## config.mk

```make
export PLATFORM = sky130hd
export DESIGN_NAME = button_conditioner
export DESIGN_NICKNAME = d
export VERILOG_FILES = /design/src/rtl/ped_pkg.sv /design/src/rtl/sync_2ff.sv /design/src/rtl/button_conditioner.sv
export SDC_FILE = /design/constraint.sdc
export NUM_CORES = 1
export LEC_CHECK = 0
export ABC_AREA = 0
export CORE_AREA = 2 2 67 50
export DETAILED_ROUTE_END_ITERATION = 7
export DIE_AREA = 0 0 69 52
export PLACE_DENSITY = 0.81
export SLEW_MARGIN = 25
export SYNTH_ARGS = -nofsm -noshare
export SYNTH_HDL_FRONTEND = slang
export SYNTH_SLANG_ARGS = --single-unit
export TNS_END_PERCENT = 100
```

## constraint.sdc

```tcl
create_clock -name clk -period 3.9 [get_ports clk]
set_input_delay 0.78 -clock clk [delete_from_list [all_inputs] [get_ports clk]]
set_output_delay 0.78 -clock clk [all_outputs]
set_load 0.01 [all_outputs]
```

## src/rtl/ped_pkg.sv

```systemverilog
// ped_pkg: state encoding and timing defaults shared by the button conditioner and the crossing FSM
package ped_pkg;
  localparam logic [1:0] RELEASED = 2'b00;
  localparam logic [1:0] PRESS_WAIT = 2'b01;
  localparam logic [1:0] PRESSED = 2'b10;
  localparam logic [1:0] RELEASE_WAIT = 2'b11;
  localparam int DB_CYCLES_DEFAULT = 1000000;
endpackage

```

## src/rtl/sync_2ff.sv

```systemverilog
// sync_2ff: two-flop synchronizer for an asynchronous level input
module sync_2ff (
  input  logic clk,
  input  logic reset,
  input  logic d,
  output logic q
);
  logic meta;
  always_ff @(posedge clk or posedge reset)
    if (reset) {q, meta} <= 2'b00;
    else {q, meta} <= {meta, d};
endmodule

```

## src/rtl/button_conditioner.sv

```systemverilog
// button_conditioner: debounces the pedestrian button and latches a crossing request until acked
module button_conditioner
  import ped_pkg::*;
#(
  parameter int DB_CYCLES = DB_CYCLES_DEFAULT,
  parameter int CNT_W = 20
) (
  input  logic       clk,
  input  logic       reset,
  input  logic       button_raw,
  input  logic       enable,
  input  logic       ack,
  output logic       button_level,
  output logic       press_pulse,
  output logic       req,
  output logic [7:0] press_count
);
  logic s, last, rise;
  logic [1:0] state, state_nxt;
  logic [CNT_W-1:0] cnt, cnt_nxt;
  sync_2ff u_sync (.clk(clk), .reset(reset), .d(button_raw), .q(s));
  assign last = cnt == CNT_W'(DB_CYCLES - 1);
  // state[1] is the debounced level; state[0] marks a pending change being timed
  always_comb begin
    state_nxt = state;
    cnt_nxt = cnt;
    if (s == state[1]) begin
      state_nxt = state[1] ? PRESSED : RELEASED;
      cnt_nxt = '0;
    end else if (!state[0]) begin
      state_nxt = state[1] ? RELEASE_WAIT : PRESS_WAIT;
      cnt_nxt = CNT_W'(1);
    end else if (last) begin
      state_nxt = state[1] ? RELEASED : PRESSED;
      cnt_nxt = '0;
    end else begin
      cnt_nxt = cnt + 1'b1;
    end
  end
  assign rise = state == PRESS_WAIT && state_nxt == PRESSED;
  assign button_level = state[1];
  always_ff @(posedge clk or posedge reset)
    if (reset) begin
      state <= RELEASED;
      cnt <= '0;
      press_pulse <= 1'b0;
      req <= 1'b0;
      press_count <= '0;
    end else begin
      state <= state_nxt;
      cnt <= cnt_nxt;
      press_pulse <= rise;
      req <= (press_pulse && enable) || (req && !ack);
      if (rise && press_count != 8'hFF) press_count <= press_count + 8'd1;
    end
endmodule

```

==> results_dict.tcl <==
set metrics [dict create \
    drt_iter0_markers 63 \
    final_hold_viol_count 0 \
    ys_ff_latch 34 \
    cp_max_fo 9 \
    initial_utilization_pct 52.9 \
    grt_pass1_wl_um 4900 \
    slowest_stage "or4_4" \
    maxCapViolations 0 \
    die-width_um 69 \
    cts.sinks 34 \
    cpLargestDelayFamily "simple AND/OR/NAND/NOR gates" \
    status "finished clean" \
    cp-start-kind "register" \
    grt_pass1_vias 1153 \
    dp.cells 202 \
    rsz0062_at_grt "false" \
    fillers 251 \
    vias 1107 \
    hpwlAfterDp_um 2100 \
    die_h_um 52 \
    syn_to_final_growth_pct 19.3 \
    rows 17 \
    critPathKind "register to register" \
    worst_pin_slew_ps 718 \
    multi_input_area_um2 696 \
    cts_tree "yes" \
    syn-num-nets 157 \
    io_pins 16 \
    post_cts_buffers 0 \
    wirelength_met1_um 1310 \
    synth_area_per_cell_um2 10.5 \
    wl_per_cell_um 13.5 \
    slew_viol_final 0 \
    clk_path_buf_depth 2 \
    hp-class "register to register" \
    end_kind "register" \
    n_antenna_cell 0 \
    place_congestion 0.801 \
    drt-total-wl_um 2840 \
    cpPeakStageDelay_ps 590 \
    vdd_drop_max_mv 0.240 \
    core_um2 2980 \
    drive_gt1_share_pct 9.30 \
    fin_setup_tns_ps 0 \
    post-route-period-util_pct 60.2 \
    top_layer "met4" \
    fin_cells 210 \
    seq_area_um2 851 \
    antenna_found_initial 0 \
    overflow 0 \
    grt_usage_pct 18.0 \
    synth_ff_type "dfrtp_1" \
    setup_viol 0 \
    met3_length_um 86 \
    cts_hold_buffers 0 \
    final_nets 178 \
    netlist_instances 150 \
    ys_async_sr_fraction_pct 100 \
    synth_cell_type_count 30 \
    grt_max_degree 20 \
    synth_edf_count 0 \
    p_leak_nw 0.791 \
    via_per_inst 5.27 \
    yosysSeqAreaShare_pct 54.0 \
    clk_latency_ps 290 \
    cts_resized 0 \
    worstPathCellList "ha_1 > nand3_2 > or4_4 > nor4_4 > nand2_2 > mux2_4" \
    ff2ff_setup_slack_ps 1550 \
    fmaxAchievable_mhz 426 \
    port-buffer-count 15 \
    slew_headroom_pct 51.8 \
    worstPathArrival_ps 2530 \
    powerDensity_nw_per_um2 367 \
    worst-path-buf-inv 0 \
    finalCriticalPeriod_ps 2350 \
    route.met2.wl_um 1370 \
    fin_skew_ps 9.07 \
    die_area_um2 3590 \
    crit_required_ps 4080 \
    htreeDepth 2 \
    drtAntennaViolNets 0 \
    drcViolationCount 0 \
    root_buffer "clkbuf_8" \
    clkTransAtPathRegs_ps 70 \
    yosys_warnings 0 \
    drt-pass1-iter-count 4 \
    syn_area_um2 1580 \
    cts_buffers 5 \
]
-- final cells by class --
cell class / count / area share [%]
Clock buffer: 5 / 3.66
Clock inverter: 3 / 2.13
Inverter: 5 / 0.999
Multi-Input combinational cell: 109 / 37.0
Sequential cell: 34 / 45.3
Tap cell: 38 / 2.53
Timing Repair Buffer: 16 / 8.39
-- sequential cells by signal, summed over array words and instances, names as in the netlist --
signal,count
press_pulse,1
cnt,20
u_sync.q,1
u_sync.meta,1
req,1
state,2
press_count,8
-- metal layers --
layer,global-route usage (%),up-vias
li1,-,544
met1,21.2,538
met2,30.8,16
met3,4.07,9
met4,11.1,0
met5,0,-
-- synthesized netlist by cell type, drive strengths merged (2+ instances only) --
library cell / n / share of area, %
dfrtp: 34 / 54
nor2: 25 / 6.0
xnor2: 15 / 8.3
nand3: 13 / 4.4
nand2: 10 / 2.5
xor2: 10 / 5.6
and3: 6 / 2.4
nand4: 6 / 2.4
inv: 5 / 1.2
nor3: 3 / 0.95
a21oi: 2 / 0.64
and2: 2 / 0.79
buf: 2 / 0.64
ha: 2 / 1.6
mux2: 2 / 1.7
nor4: 2 / 1.7
nor4b: 2 / 1.1
or2: 2 / 0.79
-- worst paths after layout --
path,start,endpoint,depth (start not counted)
setup / recovery,cnt[0],press_count[1],6
hold / removal,u_sync.meta,u_sync.q,0
setup reg to reg,cnt[0],press_count[1],6
hold reg to reg,u_sync.meta,u_sync.q,0
max in group asynchronous,reset,cnt[12],3
min in group asynchronous,reset,cnt[9],2
-- worst register-to-register path, delay by kind of cell, from the launching register on --
| kind | cells | cell delay (ps) |
|---|---|---|
| AND/OR/NAND/NOR | 4 | 1330 |
| flip-flops | 1 | 390 |
| multiplexers | 1 | 320 |
| adder cells (fa/ha/maj) | 1 | 210 |
-- metrics by stage --
step / cell area, um^2 / power [W] / utilization [%] / hold slack [ps] / setup slack [ps]
after floorplan: 1580 / 0.000377 / - / 331 / 1720
after global placement: 1770 / 0.000384 / 59.5 / 337 / 1620
after detailed placement: 1770 / 0.000385 / 59.5 / 342 / 1550
after CTS: 1880 / 0.000700 / 63.1 / 356 / 1550
after global routing: 1880 / 0.000715 / 63.1 / 368 / 1350
final: 1880 / 0.000690 / 63.1 / 353 / 1550
-- kinds of logic (layout without fill, tap and decap cells) --
logic type	after synthesis	in the layout	share of synthesized area (%)
and+or+nand+nor	75	75	25.2
adders and majority gates	2	2	1.59
AOI/OAI and AO/OA	5	5	1.83
muxes	2	2	1.67
DFF	34	34	54.0
buffers and inverters	7	29	1.83
xor gates and xnor gates	25	25	13.9
-- power by group --
| part | internal, W | switching [W] |
|---|---|---|
| combinational | 0.00000698 | 0.0000123 |
| sequential | 0.000356 | 0.00000253 |
| clock | 0.000188 | 0.000124 |
-- placed cells by master, fill, tap and decap left out, drive strengths merged, types with 3 or more instances in the layout --
cell type and count:
nand2 10, inv 5, nand4 6, nand3 13
nor2 25, dfrtp 34, clkdlybuf4s50 15, nor3 3
xor2 10, clkbuf 5, and3 6, xnor2 15
No activity file was read; power rests on OpenSTA's default activity.
